### config.mk
export PLATFORM = sky130hd
export DESIGN_NAME = uart_tx_flat
export DESIGN_NICKNAME = d
export VERILOG_FILES = /design/src/rtl/uart_pkg.sv /design/src/rtl/uart_tx_if.sv /design/src/rtl/uart_baud_gen.sv /design/src/rtl/uart_tx.sv /design/src/flat_wrapper.sv
export SDC_FILE = /design/constraint.sdc
export NUM_CORES = 1
export LEC_CHECK = 0
export CAP_MARGIN = 40
export CELL_PAD_IN_SITES_DETAIL_PLACEMENT = 0
export CELL_PAD_IN_SITES_GLOBAL_PLACEMENT = 1
export CORE_AREA = 2 2 60 62
export DETAILED_ROUTE_END_ITERATION = 12
export DIE_AREA = 0 0 62 64
export PLACE_DENSITY_LB_ADDON = 0.1
export SLEW_MARGIN = 20
export SYNTH_ARGS = -nofsm -noshare
export SYNTH_HDL_FRONTEND = slang
export SYNTH_SLANG_ARGS = --single-unit
export TNS_END_PERCENT = 100
### constraint.sdc
create_clock -name clk -period 5.2 [get_ports clk]
set_clock_uncertainty 0.1 [all_clocks]
set_input_delay 1.3 -clock clk [delete_from_list [all_inputs] [get_ports clk]]
set_output_delay 1.3 -clock clk [all_outputs]
set_load 0.02 [all_outputs]
### src/rtl/uart_pkg.sv
// uart_pkg: shared UART frame-state type and defaults for uart_tx and uart_rx.
package uart_pkg;
  typedef enum logic [2:0] {IDLE, START, DATA, PARITY, STOP} uart_state_t;
  localparam int OVERSAMPLE_RATE = 16;
  localparam int DEFAULT_DATA_WIDTH = 8;
endpackage

### src/rtl/uart_tx_if.sv
// uart_tx_if: word handshake between a producer and the UART transmitter.
interface uart_tx_if #(parameter int DATA_WIDTH = 8);
  logic [DATA_WIDTH-1:0] tx_data;
  logic tx_valid;
  logic tx_ready;
  logic tx_done;
  modport master(output tx_data, tx_valid, input tx_ready, tx_done);
  modport slave(input tx_data, tx_valid, output tx_ready, tx_done);
endinterface

### src/rtl/uart_baud_gen.sv
// uart_baud_gen: bit-period counter; tick marks the last cycle of a period, pre_tick the one before.
module uart_baud_gen #(
  parameter int CLK_FREQ = 50_000_000,
  parameter int BAUD_RATE = 115_200,
  parameter int DIVISOR = 1
) (
  input  logic clk,
  input  logic rst,
  input  logic restart,
  output logic tick,
  output logic pre_tick
);
  localparam int CPB = CLK_FREQ / (BAUD_RATE * DIVISOR);
  localparam int W = $clog2(CPB);
  logic [W-1:0] cnt;
  assign tick = cnt == W'(CPB - 1);
  assign pre_tick = cnt == W'(CPB - 2);
  always_ff @(posedge clk)
    if (rst || restart) cnt <= '0;
    else cnt <= tick ? '0 : cnt + W'(1);
endmodule

### src/rtl/uart_tx.sv
// uart_tx: serialises one word per handshake as start, LSB-first data, even parity, stop.
module uart_tx
  import uart_pkg::*;
#(
  parameter int CLK_FREQ = 50_000_000,
  parameter int BAUD_RATE = 115_200,
  parameter int DATA_WIDTH = DEFAULT_DATA_WIDTH
) (
  input  logic clk,
  input  logic reset,
  uart_tx_if.slave tx,
  output logic TxD
);
  localparam int CPB = CLK_FREQ / BAUD_RATE;
  localparam int IW = $clog2(DATA_WIDTH) + 1;
  if (CPB < 2 || DATA_WIDTH < 1) begin : g_bad_params
    $error("uart_tx: CLK_FREQ/BAUD_RATE must be >= 2 and DATA_WIDTH >= 1");
  end
  uart_state_t state;
  logic [DATA_WIDTH-1:0] sh;
  logic [IW-1:0] idx;
  logic par, done, tick, pre_tick, accept;
  assign tx.tx_ready = state == IDLE && !reset;
  assign tx.tx_done = done;
  assign accept = tx.tx_ready && tx.tx_valid;
  uart_baud_gen #(.CLK_FREQ(CLK_FREQ), .BAUD_RATE(BAUD_RATE), .DIVISOR(1)) u_baud (
    .clk(clk), .rst(reset), .restart(accept), .tick(tick), .pre_tick(pre_tick)
  );
  // done is registered one cycle early so it lands on the final stop-bit cycle
  always_ff @(posedge clk)
    if (reset) begin
      state <= IDLE;
      TxD <= 1'b1;
      done <= 1'b0;
      sh <= '0;
      idx <= '0;
      par <= 1'b0;
    end else begin
      done <= 1'b0;
      case (state)
        IDLE: if (tx.tx_valid) begin
          state <= START;
          TxD <= 1'b0;
          sh <= tx.tx_data;
        end
        START: if (tick) begin
          state <= DATA;
          TxD <= sh[0];
          sh <= sh >> 1;
          par <= ^sh;
          idx <= '0;
        end
        DATA: if (tick) begin
          if (idx == IW'(DATA_WIDTH - 1)) begin
            state <= PARITY;
            TxD <= par;
          end else begin
            TxD <= sh[0];
            sh <= sh >> 1;
            idx <= idx + IW'(1);
          end
        end
        PARITY: if (tick) begin
          state <= STOP;
          TxD <= 1'b1;
        end
        STOP: begin
          done <= pre_tick;
          if (tick) state <= IDLE;
        end
        default: begin
          state <= IDLE;
          TxD <= 1'b1;
        end
      endcase
    end
endmodule
### src/flat_wrapper.sv
// flat-port wrapper written by rule: the top's interface ports become plain ports
module uart_tx_flat import uart_pkg::*;
#(
  parameter int CLK_FREQ = 50_000_000,
  parameter int BAUD_RATE = 115_200,
  parameter int DATA_WIDTH = DEFAULT_DATA_WIDTH
)
  (clk, reset, TxD, tx_tx_data, tx_tx_valid, tx_tx_ready, tx_tx_done);
  uart_tx_if #(.DATA_WIDTH(DATA_WIDTH)) tx_i ();
  input  logic clk;
  input  logic reset;
  output logic TxD;
  input wire logic [$bits(tx_i.tx_data)-1:0] tx_tx_data;
  input wire logic [$bits(tx_i.tx_valid)-1:0] tx_tx_valid;
  output wire logic [$bits(tx_i.tx_ready)-1:0] tx_tx_ready;
  output wire logic [$bits(tx_i.tx_done)-1:0] tx_tx_done;
  assign tx_i.tx_data = tx_tx_data;
  assign tx_i.tx_valid = tx_tx_valid;
  assign tx_tx_ready = tx_i.tx_ready;
  assign tx_tx_done = tx_i.tx_done;
  uart_tx #(.CLK_FREQ(CLK_FREQ), .BAUD_RATE(BAUD_RATE), .DATA_WIDTH(DATA_WIDTH)) u_core (.clk(clk), .reset(reset), .tx(tx_i), .TxD(TxD));
endmodule
Yosys cells after proc, flatten, opt, wreduce, memory -nomap -nowiden
Index checks and enable logic that the tools add are counted.
- bits in registers: 27
- bits in latches: 0
- bits in writable memories: 0
- ROM bits: 0
- bits of input ports: 11
- output and inout port bits: 3
- logic and storage cells: 61
- memories kept: 0
- $add $sub $neg: 2
- $mul: 0
- divide/modulo/power cells: 0
- $lt $le $gt $ge: 0
- eq/ne operators: 14
- shifts and indexed selects: 0
- multiplexer cells: 22
- bitwise logic cells: 1
- reduce and logical (&&, ||, !) cells: 15
- operators with widths (cell ; number):
    8-bit two-way mux ; 4
    8-bit one-hot mux with 3 select lines ; 1
    9-bit == test, second input constant ; 2
    3-bit two-way mux ; 6
    3-bit one-hot mux with 5 select lines ; 1
    4-bit two-way mux ; 3
    2-bit != test, second input constant ; 6
    5-bit AND reduction ; 2
    9-bit by 1-bit adder with 9-bit output, second input constant ; 1
    4-bit one-hot mux with 2 select lines ; 1
    8-bit parity ; 1
    3-bit by 2-bit == test with 1-bit output, second input constant ; 2
    6-bit AND reduction ; 1
    1-bit two-way mux ; 5
    1-bit one-hot mux with 5 select lines ; 1
    4-bit by 1-bit adder with 4-bit output, second input constant ; 1
    4-bit by 3-bit == test with 1-bit output, second input constant ; 1
    4-bit AND reduction ; 1
    2-bit OR reduction ; 2
    3-bit by 1-bit == test with 1-bit output, second input constant ; 1
    3-bit == test, second input constant ; 1
    3-bit zero test ; 1
    3-bit nonzero test ; 1
    1-bit logical AND ; 2
    other kinds (6) ; 6

Depth between registers and ports, before layout
- word-level depth: 5
- depth in mapped cells: 7

Modules after synthesis
From an unflattened synthesis, not the netlist that was laid out.
- cell total of the unflattened synthesis: 159
- area total of the unflattened synthesis: 1393.8 um^2
- modules (own cells, without submodules) (module ; times used ; cells an instance ; area an instance (um^2) ; seq. area each (um^2)):
    uart_tx ; 1 ; 110 ; 962.2 ; 360.3
    uart_baud_gen ; 1 ; 49 ; 431.7 ; 180.2

Worst setup path before layout
No wires, ideal clock.
- path type: input-to-output
- from: input reset
- to: output tx_tx_ready
- arrival: 2.113 ns
- data required time: 3.800 ns
- slack: 1.687 ns
- cell stages on the path: 2
- cell sequence: clkbuf_1 -> nor4_1
- longest elaborated chain between the ends: 2
- ends and longest elaborated chain (element ; RTL line ; source):
    from (decl) ; flat_wrapper.sv:11 ; input logic reset;
    1-bit zero test ; uart_tx.sv:23 ; assign tx.tx_ready = state == IDLE && !reset;
    1-bit logical AND ; uart_tx.sv:23 ;
    to (decl) ; flat_wrapper.sv:15 ; output wire logic [$bits(tx_i.tx_ready)-1:0] tx_tx_ready;
Every way passes these cells.

Worst setup path after layout
Same ends and word-level chain as after synthesis.

==> flow_summary.json <==
{
  "min_path_type": "reg -> reg",
  "cts_hold_buffers": 0,
  "ys_seq_area_share_pct": 37.4,
  "max_cap_viol_count": 0,
  "clk_path_buf_depth": 2,
  "syn_avg_cell_area_um2": 8.98,
  "timing.rr.end": "u_core.idx[3]",
  "pwr-share-clk_pct": 24.0,
  "pwr-share-seq_pct": 57.9,
  "gp_congestion": 0.772,
  "synth_largest_area_cell": "dfxtp_1",
  "syn_area_mm2": 0.00145,
  "r2r_slack_ns": 2.83,
  "synth_top_area_share_pct": 37.4,
  "hold_viol": 0,
  "cts_setup_buffers": 0,
  "start_util_pct": 44.0,
  "area_growth_pct": 12.9,
  "synthFlopType": "dfxtp_1",
  "grt_overflow_total": 0,
  "slew_headroom_pct": 44.4,
  "setup_viol": 0,
  "critical_path.max_stage_delay_ns": 0.65,
  "tritoncts": "yes",
  "path_common_cell": "clkdlybuf4s50_1",
  "io_buffers": 13,
  "intPower_mw": 0.284,
  "fin_crit_ns": 4.14,
  "startpoint": "reset",
  "async_flop_share_pct": 0,
  "clk_latency_ns": 0.33,
  "max_freq_mhz": 241,
  "ios": 14,
  "synthTopCellsByArea": "dfxtp_1 37%, xnor2_1 7.9%, mux2i_1 5.5%, a21oi_1 4.8%, nor2_1 4.2%",
  "crit_end": "tx_tx_ready",
  "diodes": 0,
  "hpwl_um": 1980,
  "grt_setup_unrepaired": "false",
  "htreeDepth": 1,
  "drive_gt1_share_pct": 5.81,
  "reg2regPathDepth": 4,
  "core_mm2": 0.00328,
  "cts_sinks": 27,
  "power_density_mw_per_mm2": 238,
  "cp.arrival_ns": 2.74,
  "antenna_found_initial": 0,
  "syn-num-nets": 176,
  "synth_edf_count": 0,
  "grt_start_max_net_pins": 21,
  "synth_warnings": 0,
  "setup-tns-final_ns": 0,
  "wl_per_cell_um": 12.7,
  "met2_usage_pct": 24.1,
  "vias": 1163,
  "die_y_um": 64,
  "grt_pass1_vias": 1095,
  "maxSlewViolCount": 0,
  "path_clk_slew_ns": 0.14,
  "critPathSlowestCell": "clkdlybuf4s50_1",
  "worstReg2RegStart": "u_core.state[0]",
  "drc_errors": 0,
  "worstSetupPathType": "in -> out",
  "cts_resized": 0,
  "die_w_um": 62,
  "required_ns": 3.80,
  "grt_pass1_wl_um": 4990,
  "drtAntennaViolNets": 0,
  "die_area_mm2": 0.00397,
  "drt_iter0_drc": 67,
  "cts-root-buf": "clkbuf_4",
  "rows": 21,
  "grt_util_met3_pct": 3.04,
  "cts_buffers": 3,
  "cp-end-kind": "output pin",
  "ys_ff_latch": 27,
  "min_from": "u_core.idx[1]",
  "synth_cell_types": 45,
  "vias_per_cell": 5.33,
  "post-route-period-util_pct": 79.7,
  "tightest_slew_ns": 0.832,
  "grt_busiest_layer": "met1",
  "grt.met1_usage_pct": 24.1,
  "worstSetupStartpointType": "primary input",
  "synth_cells": 161,
  "p_comb_share_pct": 18.1,
  "ir_worst_vdd_mv": 0.103,
  "fin_nets": 188,
  "crit_path_cell_trace": "clkdlybuf4s50_1, buf_4, nor4_1, clkdlybuf4s50_1",
  "grt_use_total_pct": 16.4,
  "outcome": "finished, final reports clean",
  "swShare_pct": 27.1,
  "leakage_nw": 0.564,
  "crit_fanout": 20,
  "finalPower_mw": 0.389,
  "p_switching_mw": 0.106,
  "drt-total-wl_um": 2760,
  "drt-pass1-iter-count": 4
}
sequential cells by signal (all words and copies together) (netlist names):
name	count
u_core.idx	4
u_core.state	3
u_core.sh	8
u_core.par	1
u_core.tx.tx_done	1
u_core.u_baud.cnt	9
u_core.TxD	1
cells in the mapped netlist, types with 2 or more instances:
cell type / number
xnor2_1: 13
inv_1: 3
nor4b_1: 2
a31oi_1: 2
o21ai_0: 3
clkbuf_1: 5
nor3b_1: 3
nor2_1: 16
and3_1: 3
a211oi_1: 7
a21oi_1: 14
nor3_1: 4
ha_1: 4
dfxtp_1: 27
nand2_1: 8
mux2i_1: 8
xor2_1: 3
nor4_1: 2
nand3b_1: 3
nand3_1: 3
nand4_1: 4
metal layers:
metal / wire [µm] / vias to the layer above
met2: 1200 / 18
met3: 103 / 2
met5: 0 / -
li1: - / 613
met1: 1440 / 530
met4: 19 / 0
placed cells by master (no fill, tap or decap), types with 3 or more instances in the layout:
cell type and n:
mux2i_1 8, nor3_1 4, xor2_1 3, ha_1 4, nand3b_1 3, clkdlybuf4s50_1 13, nand2_1 8, o21ai_0 3
clkbuf_4 4, a21oi_1 14, nor2_1 16, dfxtp_1 27, inv_1 3, a211oi_1 7, nand3_1 3, nor3b_1 3
xnor2_1 13, nand4_1 4, and3_1 3
layout make-up:
cell class | instances | area, µm²
clock buffers | 4 | 26.3
multi-input cells | 123 | 852
well taps | 46 | 57.6
repair buffers | 15 | 145
fillers | 339 | 1650
inverters | 3 | 11.3
flip-flops and latches | 27 | 541
power by group through the flow:
| stage | combinational, mW | sequential, mW | clock, mW |
|---|---|---|---|
| after global routing | 0.0780 | 0.228 | 0.108 |
| after global placement | 0.0698 | 0.230 | 0 |
| final | 0.0703 | 0.225 | 0.0935 |
| after detailed placement | 0.0700 | 0.230 | 0 |
| after CTS | 0.0703 | 0.226 | 0.0964 |
| after floorplan | 0.0521 | 0.228 | 0 |
stage by stage:
| step | instances | cell area, µm² | setup WS (ns) | hold WS [ns] | util, % |
|---|---|---|---|---|---|
| 2_1_floorplan | 161 | 1450 | 1.69 | 0.345 | - |
| 3_3_place_gp | 213 | 1600 | 1.08 | 0.362 | 48.7 |
| 3_5_place_dp | 213 | 1600 | 1.07 | 0.370 | 48.7 |
| 4_1_cts | 217 | 1630 | 1.05 | 0.409 | 49.5 |
| 5_1_grt | 218 | 1630 | 1.03 | 0.449 | 49.7 |
| 6_report | 218 | 1630 | 1.06 | 0.407 | 49.7 |
kinds of logic (layout without fill, tap and decap cells):
| family | count (synthesis) | count (layout) | share of synthesized area [%] |
|---|---|---|---|
| adder cells (fa/ha/maj) | 4 | 4 | 3.46 |
| flip-flops | 27 | 27 | 37.4 |
| AND/OR/NAND/NOR | 60 | 60 | 24.3 |
| XOR/XNOR | 16 | 16 | 9.69 |
| AO/OA/AOI/OAI | 35 | 35 | 15.9 |
| buffers and inverters | 11 | 22 | 3.72 |
| multiplexers | 8 | 8 | 5.54 |
worst max-delay path: cells and delay by family:
kind          cells  cell delay (ns)
buf+inv           3             1.25
simple gates      1             0.19
worst min-delay path by stage:
stage,to,slack [ns],cells past startpoint
6_report,u_core.idx[1],0.41,2
5_1_grt,u_core.u_baud.cnt[0],0.45,1
4_1_cts,u_core.u_baud.cnt[0],0.41,1
3_5_place_dp,u_core.u_baud.cnt[0],0.37,1
3_3_place_gp,u_core.u_baud.cnt[0],0.36,1
2_1_floorplan,u_core.u_baud.cnt[0],0.34,1
Note: power is estimated with default switching activity, not from simulation.
==> RTL edit, RTL diff (same flow settings) <==
`BAUD_RATE` is set to 115_200 in 3 places; all go to 57_600.
--- a/src/rtl/uart_baud_gen.sv
+++ b/src/rtl/uart_baud_gen.sv
@@ -1,7 +1,7 @@
 // uart_baud_gen: bit-period counter; tick marks the last cycle of a period, pre_tick the one before.
 module uart_baud_gen #(
   parameter int CLK_FREQ = 50_000_000,
-  parameter int BAUD_RATE = 115_200,
+  parameter int BAUD_RATE = 57_600,
   parameter int DIVISOR = 1
 ) (
   input  logic clk,
--- a/src/rtl/uart_tx.sv
+++ b/src/rtl/uart_tx.sv
@@ -3,7 +3,7 @@
   import uart_pkg::*;
 #(
   parameter int CLK_FREQ = 50_000_000,
-  parameter int BAUD_RATE = 115_200,
+  parameter int BAUD_RATE = 57_600,
   parameter int DATA_WIDTH = DEFAULT_DATA_WIDTH
 ) (
   input  logic clk,
--- a/src/flat_wrapper.sv
+++ b/src/flat_wrapper.sv
@@ -2,7 +2,7 @@
 module uart_tx_flat import uart_pkg::*;
 #(
   parameter int CLK_FREQ = 50_000_000,
-  parameter int BAUD_RATE = 115_200,
+  parameter int BAUD_RATE = 57_600,
   parameter int DATA_WIDTH = DEFAULT_DATA_WIDTH
 )
   (clk, reset, TxD, tx_tx_data, tx_tx_valid, tx_tx_ready, tx_tx_done);
Behaviour: same outputs for any inputs over 10 cycles, from zero or initial values and one cycle with reset high; that may be too few to reach the edited logic, so the function may still have changed.
==> RTL edit against the unedited design <==
  * Count of clock-buffer cells in the layout shrank 1
  * Non-clock buffer count is 1 lower
  * Synthesized area grew 13%
  * Core utilization rose by 5.1 points
  * Sequential cell count increased by 1
  * Design area grew 10%
  * Fmax rose by 2.8%
  * Wire length rose by 19%
  * Setup slack improved by 0.11 ns
  * Global-route usage is 1.8 points higher
  * Worst hold slack worse by 0.013 ns
Power is not compared: it rests on default switching activity, and its combinational part moved more than twofold at a synthesized area within 25%.
==> RTL edit: results (changes against the unedited design) <==
* Outcome: finished, final reports clean
- Post-synthesis net count: 198 (+13%)
- Mean cell area of the mapped netlist: 8.908 um2 (-0.84%)
- Register area share after synthesis: 0.3420 (-0.03172)
- Share of cells above drive strength 1: 0.1047 (+0.04657)
* Adder and majority cell fraction of the synthesized area: 0.02290 (-0.01170)
- The final layout net count came to 207 (+10%).
- Met1 wire length: 1.490 mm (+3.6%)
- The largest net degree at the start of global routing came to 26 (+24%).
- The violation count after the first detailed-route iteration came to 57 (-15%).
- Min-Delay Path Class: reg -> reg
- The routability congestion estimate came to 0.7711 (about the same).
- The global-route wire length before repair came to 5.492 mm (+10%).
- M3 GR Usage: 0.03441 (+0.004049)
- The largest registers in the layout are u_core.u_baud.cnt x10, u_core.sh x8, u_core.idx x4.
- Leading cell types by total area after synthesis: sky130_fd_sc_hd__dfxtp_1 (34%), sky130_fd_sc_hd__mux2_4 (7.3%), sky130_fd_sc_hd__xnor2_1 (6.9%)
- By count the netlist is led by sky130_fd_sc_hd__dfxtp_1 (28), sky130_fd_sc_hd__nor2_1 (17), sky130_fd_sc_hd__xnor2_1 (13).
- Global-route met1 utilization: 0.2240 (-0.01726)
- Data arrival time of the critical path: 2.63 ns (-0.11 ns)
* Via count: 1296 (+11%)
- The mean number of vias per cell came to 5.468 (+2.5%).
* Final standard cell area without fillers: 1799 um2 (+10%)
- The count of placed standard cells including taps is 234 (+9.9%).
- Worst Max-Slew Pin Slew: 0.8081 ns (-0.02394 ns)
- The async set or reset register ratio after synthesis was 0 (unchanged).
- Grt met2 use: 0.3151 (+0.07422)
* Proportion of synthesized area in mux cells: 0.09847 (+0.04311)
* Fraction of synthesized cell area in xor and xnor cells: 0.1122 (+0.01533)
* Worst-path maximum fanout: 2 (-90%)
- The wire length on met2 was 1.631 mm (+36%).
- The compound-cell area share of the yosys netlist is 0.1260 (-0.03322).
- Post-CTS Setup Inserts: 0 (unchanged)
- The final HPWL from detailed placement was 2.304 mm (+16%).
- The number of fill cells is 302 (-11%).
* Minimum setup slack after placement: 1.179 ns (+0.1129 ns)
* Number of distinct library cell variants in the gate-level netlist after synthesis: 41 (-8.9%)
- Combined global-route utilization of all metal layers: 0.1824 (+0.01793)
-- RTL edit: changes by cell type in the layout (fill, tap and decap cells not counted), moves of 3 or more --
cell / before / now
sky130_fd_sc_hd__mux2_4: 0 / 8
sky130_fd_sc_hd__o31ai_1: 0 / 3
sky130_fd_sc_hd__nand3_1: 3 / 12
sky130_fd_sc_hd__nand2_1: 8 / 12
sky130_fd_sc_hd__o21ai_0: 3 / 10
sky130_fd_sc_hd__or4_1: 0 / 3
sky130_fd_sc_hd__a211oi_1: 7 / 0
sky130_fd_sc_hd__mux2i_1: 8 / 3
sky130_fd_sc_hd__and3_1: 3 / 0
sky130_fd_sc_hd__nor2b_1: 1 / 9
sky130_fd_sc_hd__or3_1: 0 / 3
-- RTL edit: power breakdown --
group | internal [mW] | leakage [nW] | switching, mW | total (mW)
registers | 0.261 | 0.228 | 0.0681 | 0.329
clock network | 0.0273 | 0.0138 | 0.0638 | 0.0911
logic | 0.232 | 0.387 | 0.215 | 0.447
total | 0.520 | 0.629 | 0.347 | 0.867
-- RTL edit: final timing paths --
check                           slack (ns)  cells past startpoint                  from              endpoint
worst max-delay path                  1.17                      3                 reset           tx_tx_ready
worst min-delay path                  0.39                      1  u_core.u_baud.cnt[0]  u_core.u_baud.cnt[0]
worst max register to register        2.78                      4       u_core.state[0]          u_core.sh[2]
worst min register to register        0.39                      1  u_core.u_baud.cnt[0]  u_core.u_baud.cnt[0]
-- RTL edit: layout make-up --
class / instances / share of cell area
inverter: 4 / 0.008345
timing repair buffer: 14 / 0.07649
clock buffer: 3 / 0.01252
tap: 46 / 0.03199
multi-input combinational: 142 / 0.5591
sequential: 28 / 0.3115
